<file path="src/rtl/gate_pkg.sv">
// Shared types for the gate-unit arbiter: opcode encoding and arbiter FSM states.
package gate_pkg;

    localparam int OP_WIDTH = 2;

    typedef enum logic [1:0] {
        GATE_AND = 2'd0,
        GATE_OR  = 2'd1,
        GATE_XOR = 2'd2,
        GATE_NOT = 2'd3
    } gate_op_e;

    typedef enum logic [1:0] {
        IDLE  = 2'd0,
        ISSUE = 2'd1,
        WAIT  = 2'd2,
        RESP  = 2'd3
    } arb_state_e;

endpackage

</file>
<file path="src/rtl/rr_picker.sv">
// Combinational round-robin picker: first valid index at or after i_ptr, wrapping.
module rr_picker #(
    parameter  int N  = 4,
    localparam int IW = (N > 1) ? $clog2(N) : 1
) (
    input  logic [N-1:0]  i_valid,
    input  logic [IW-1:0] i_ptr,
    output logic [N-1:0]  o_grant,
    output logic [IW-1:0] o_idx,
    output logic          o_any
);

    // One extra bit so ptr + offset cannot overflow before the modulo fold.
    logic [IW:0] w_cand;

    always_comb begin
        o_grant = '0;
        o_idx   = '0;
        o_any   = 1'b0;
        w_cand  = '0;
        for (int i = 0; i < N; i++) begin
            w_cand = {1'b0, i_ptr} + (IW+1)'(i);
            if (w_cand >= (IW+1)'(N)) begin
                w_cand = w_cand - (IW+1)'(N);
            end
            if (!o_any && i_valid[w_cand[IW-1:0]]) begin
                o_any = 1'b1;
                o_idx = w_cand[IW-1:0];
            end
        end
        o_grant[o_idx] = o_any;
    end

endmodule

</file>
<file path="src/rtl/gate_unit_arbiter.sv">
// Round-robin sequencer sharing one bitwise gate unit among NUM_REQ requesters.
// States: IDLE arbitrate/grant | ISSUE start pulse | WAIT for unit done | RESP hold response.
module gate_unit_arbiter
    import gate_pkg::*;
#(
    parameter  int NUM_REQ    = 4,
    parameter  int DATA_WIDTH = 8,
    parameter  int OP_WIDTH   = gate_pkg::OP_WIDTH,
    localparam int ID_WIDTH   = $clog2(NUM_REQ)
) (
    input  logic                          clk_i,
    input  logic                          rst_ni,
    input  logic [NUM_REQ-1:0]            req_valid_i,
    output logic [NUM_REQ-1:0]            req_ready_o,
    input  logic [NUM_REQ*OP_WIDTH-1:0]   req_op_i,
    input  logic [NUM_REQ*DATA_WIDTH-1:0] req_a_i,
    input  logic [NUM_REQ*DATA_WIDTH-1:0] req_b_i,
    output logic                          unit_start_o,
    output logic [OP_WIDTH-1:0]           unit_op_o,
    output logic [DATA_WIDTH-1:0]         unit_a_o,
    output logic [DATA_WIDTH-1:0]         unit_b_o,
    input  logic                          unit_done_i,
    input  logic [DATA_WIDTH-1:0]         unit_result_i,
    output logic                          rsp_valid_o,
    output logic [ID_WIDTH-1:0]           rsp_id_o,
    output logic [DATA_WIDTH-1:0]         rsp_data_o,
    input  logic                          rsp_ready_i,
    output logic                          busy_o
);

    arb_state_e              r_state;
    logic [ID_WIDTH-1:0]     r_ptr;
    logic [ID_WIDTH-1:0]     r_id;
    logic [OP_WIDTH-1:0]     r_op;
    logic [DATA_WIDTH-1:0]   r_a;
    logic [DATA_WIDTH-1:0]   r_b;
    logic                    r_rsp_valid;
    logic [DATA_WIDTH-1:0]   r_rsp_data;

    logic [NUM_REQ-1:0]      w_grant;
    logic [ID_WIDTH-1:0]     w_idx;
    logic                    w_any;
    logic [ID_WIDTH-1:0]     w_ptr_next;

    rr_picker #(.N(NUM_REQ)) u_picker (
        .i_valid (req_valid_i),
        .i_ptr   (r_ptr),
        .o_grant (w_grant),
        .o_idx   (w_idx),
        .o_any   (w_any)
    );

    assign w_ptr_next = (w_idx == ID_WIDTH'(NUM_REQ - 1)) ? '0 : w_idx + 1'b1;

    always_ff @(posedge clk_i) begin
        if (!rst_ni) begin
            r_state     <= IDLE;
            r_ptr       <= '0;
            r_id        <= '0;
            r_op        <= '0;
            r_a         <= '0;
            r_b         <= '0;
            r_rsp_valid <= 1'b0;
            r_rsp_data  <= '0;
        end else begin
            case (r_state)
                IDLE: begin
                    if (w_any) begin
                        r_id    <= w_idx;
                        r_op    <= req_op_i[w_idx*OP_WIDTH +: OP_WIDTH];
                        r_a     <= req_a_i[w_idx*DATA_WIDTH +: DATA_WIDTH];
                        r_b     <= req_b_i[w_idx*DATA_WIDTH +: DATA_WIDTH];
                        r_ptr   <= w_ptr_next;
                        r_state <= ISSUE;
                    end
                end
                ISSUE: r_state <= WAIT;
                WAIT: begin
                    if (unit_done_i) begin
                        r_rsp_data  <= unit_result_i;
                        r_rsp_valid <= 1'b1;
                        r_state     <= RESP;
                    end
                end
                RESP: begin
                    // Grant for the next op waits for the following IDLE cycle.
                    if (rsp_ready_i) begin
                        r_rsp_valid <= 1'b0;
                        r_state     <= IDLE;
                    end
                end
                default: r_state <= IDLE;
            endcase
        end
    end

    assign req_ready_o  = (r_state == IDLE) ? w_grant : '0;
    assign unit_start_o = (r_state == ISSUE);
    assign unit_op_o    = r_op;
    assign unit_a_o     = r_a;
    assign unit_b_o     = r_b;
    assign rsp_valid_o  = r_rsp_valid;
    assign rsp_id_o     = r_id;
    assign rsp_data_o   = r_rsp_data;
    assign busy_o       = (r_state != IDLE);

endmodule

</file>
<file path="config.mk">
export PLATFORM = sky130hd
export DESIGN_NAME = gate_unit_arbiter
export DESIGN_NICKNAME = d
export VERILOG_FILES = /design/src/rtl/gate_pkg.sv /design/src/rtl/rr_picker.sv /design/src/rtl/gate_unit_arbiter.sv
export SDC_FILE = /design/constraint.sdc
export NUM_CORES = 1
export LEC_CHECK = 0
export CORE_UTILIZATION = 34
export CTS_CLUSTER_DIAMETER = 30
export DETAILED_ROUTE_END_ITERATION = 10
export PLACE_DENSITY = 0.77
export SYNTH_ARGS = -nofsm -noshare
export SYNTH_HDL_FRONTEND = slang
export SYNTH_SLANG_ARGS = --single-unit
</file>
<file path="constraint.sdc">
create_clock -name clk_i -period 1.7 [get_ports clk_i]
set_input_delay 0.34 -clock clk_i [delete_from_list [all_inputs] [get_ports clk_i]]
set_output_delay 0.34 -clock clk_i [all_outputs]
set_load 0.02 [all_outputs]
</file>
==> impl_metrics.tcl <==
set metrics [dict create \
    coreArea_sq_mm 0.00589 \
    grt_max_degree 31 \
    swShare_pct 41.6 \
    finClkSkew_ps 3.04 \
    path_cells "a21oi_2 -> o21a_1 -> o22ai_4 -> inv_4 -> ha_4 -> and2_4 -> buf_6" \
    clock_latency_ps 280 \
    synthAdderAreaFrac_pct 3.03 \
    yosys.cell_types.count 35 \
    overflow 0 \
    combPwrFrac_pct 67.6 \
    final_nets 481 \
    finalMaxSlewViolations 0 \
    p_leak_nw 1.57 \
    path_max_fanout 5 \
    num_vias 2303 \
    dieWidth_um 79.9 \
    clkTransAtPathRegs_ps 70 \
    synth_compound_area_share_pct 29.6 \
    fin_crit_sh_pct 112 \
    hold_path.class "reg2reg" \
    diodes 0 \
    worst-path-buf-inv 2 \
    vias_per_cell 4.96 \
    vdd_drop_max_v 0.000823 \
    crit_path_start_kind "flop" \
    yosys.area_share.xor_xnor_pct 0 \
    drive_gt1_share_pct 23.4 \
    synth_edf_count 0 \
    p_int_mw 3.39 \
    hpwl_um 4960 \
    syn_nets 331 \
    synth_top_cell_area_share_pct 32.0 \
    track_usage_pct 19.5 \
    htreeDepth 2 \
    gp_congestion 0.797 \
    fmax_mhz 525 \
    async_reset_ff_share_pct 0 \
    pwr-share-seq_pct 21.3 \
    drtIter0Drc 37 \
    setup_ws_ps -204 \
    fill_cells 525 \
    period_needed_ps 1900 \
    antenna_found_initial 0 \
    synthFlopType "dfxtp_1" \
    relSlewSlack_pct 74.3 \
    port_buffers 122 \
    syn_inst 238 \
    p_sw_mw 2.42 \
    violations "negative setup slack" \
    yosys.area.top_type "dfxtp_1" \
    place_ws_ps -1000 \
    root_buffer "clkbuf_8" \
    synth.avg_cell_area_sq_um 8.68 \
    tightestPinTransition_ps 385 \
    cts_made_buffers 5 \
    synth_top_family_by_area "compound AO/OA/AOI/OAI gates" \
    wl_per_cell_um 13.6 \
    status "finished with violations" \
    grt_pass1_wl_um 9710 \
    slowest_delay_ps 380 \
    arrival_ps 1560 \
    synth_mux_area_share_pct 8.24 \
    ctsHoldBuffers 0 \
    yosys.area_share.simple_pct 20.2 \
    placed_cell_area_sq_mm 0.00362 \
    clk_path_buf_depth 2 \
    crit_family "compound AO/OA/AOI/OAI gates" \
    grt_pass1_vias 2253 \
    drc_errors 0 \
    cp-end-kind "primary output" \
    cp_slowest_cell "dfxtp_4" \
    synth_seq_cells 33 \
    ys_seq_area_share_pct 32.0 \
    ys.warnings.count 0 \
    area_delta_synth_final_pct 88.1 \
    detail_route.wirelength_um 6300 \
    hold_viol_final 0 \
    dieArea_sq_mm 0.00639 \
    p_per_area_mw_per_mm2 1490 \
    cts_tree "yes" \
    final_antenna_net_count 0 \
    io_pins 123 \
    worstPathRequired_ps 1360 \
    start_util_pct 35.1 \
    rsz0062_at_grt "yes" \
    fin_area_sq_mm 0.00388 \
    yosysMostFrequentCell "dfxtp_1" \
    fp.dieH_um 79.9 \
    finalSetupViolations 4 \
    synth_area_sq_mm 0.00207 \
    cts.sinks 33 \
    maxCapViolCount 0 \
    first_pass_iters 4 \
    synth_common_cells "dfxtp_1 (33), and3_1 (21), a21boi_0 (19)" \
    synth_area_leaders "dfxtp_1 (32%), mux2i_1 (8.2%), a21boi_0 (6.9%)" \
    worstSetupPathType "reg2out" \
    clkPwrFrac_pct 11.1 \
    num_rows 28 \
]
metrics by stage:
stage,power (mW),setup TNS [ps],hold slack (ps),util [%],std cells
after floorplan,3.36,-162,493,-,238
after global placement,4.78,-14770,444,61.5,453
after detailed placement,4.85,-15720,456,61.5,453
after CTS,5.66,-828,466,64.5,464
after global routing,6.19,-1590,476,66.0,464
final,5.81,-730,462,66.0,464
power by group through the flow:
stage / combinational, mW / sequential (mW) / clock, mW
after floorplan: 1.82 / 1.53 / 0
after global placement: 3.54 / 1.23 / 0
after detailed placement: 3.60 / 1.25 / 0
after CTS: 3.75 / 1.24 / 0.672
after global routing: 4.23 / 1.27 / 0.692
final: 3.93 / 1.23 / 0.647
cell families after synthesis:
group | count (synthesis)
buffers and inverters | 26
AOI/OAI and AO/OA | 74
DFF | 33
adders and majority gates | 5
muxes | 17
and+or+nand+nor | 83
flip-flops by register name, summed over array words and instances, names as in the netlist:
register / cells
unit_op_o: 2
unit_a_o: 8
unit_b_o: 8
rsp_id_o: 2
r_state: 2
rsp_data_o: 8
r_ptr: 2
rsp_valid_o: 1
what timing repair did:
| action | in CTS | in global routing |
|---|---|---|
| setup buffers | 5 | 0 |
| pin swaps | 5 | 1 |
| endpoints found under the setup margin | 30 | 23 |
| gates resized for setup | 45 | 17 |
path summary, 6_finish.rpt:
path,startpoint,end,slack [ps],depth (start not counted)
worst max-delay path,r_ptr[1]$_SDFFE_PN0P_,req_ready_o[3],-200,7
worst min-delay path,rsp_id_o[1]$_SDFFE_PN0P_,rsp_id_o[1]$_SDFFE_PN0P_,460,2
worst max register to register,r_ptr[1]$_SDFFE_PN0P_,unit_b_o[3]$_SDFFE_PN0P_,30,6
worst min register to register,rsp_id_o[1]$_SDFFE_PN0P_,rsp_id_o[1]$_SDFFE_PN0P_,460,2
area by class of cell:
type	count	area (sq um)	share of cell area, %
inverters	8	32.5	0.837
repair buffers	161	1540	39.7
clock inverters	1	5.00	0.129
well taps	75	93.8	2.42
multi-input cells	179	1450	37.3
flip-flops and latches	33	666	17.1
clock buffers	7	96.3	2.48
cells in the final DEF (no fill, tap or decap), types with 2 or more instances in the layout:
cell type and instances:
clkdlybuf4s50_1 112, buf_4 33, dfxtp_1 31, and3_1 21, a21boi_0 19, mux2i_1 17
nand3_1 17, nand2_1 16, nor2_1 14, a211oi_1 8, o221ai_1 8, clkbuf_8 7
o21ai_1 6, a2111oi_4 6, buf_6 6, o21ai_0 5, inv_1 4, nor2_4 4
a2111oi_2 4, ha_1 4, inv_2 3, nand2b_4 3, nor2b_1 3, a21oi_1 3
dlygate4sd2_1 3, a21oi_2 2, o21a_1 2, a211oi_2 2, a21boi_1 2, buf_2 2
buf_12 2
worst reg2reg max path, stage by stage, from the launching register on:
cell and delay, ps:
dfxtp_4 360, mux2i_1 120, o22a_2 250, buf_4 220
and3_1 220, a2111oi_4 300, a211oi_1 80
layer usage:
metal	share of wire, %	track usage [%]
met5	0	0
met1	39	19.9
met4	0.76	4.64
met2	51	36.9
met3	8.8	7.43
(Power assumes the default switching activity.)
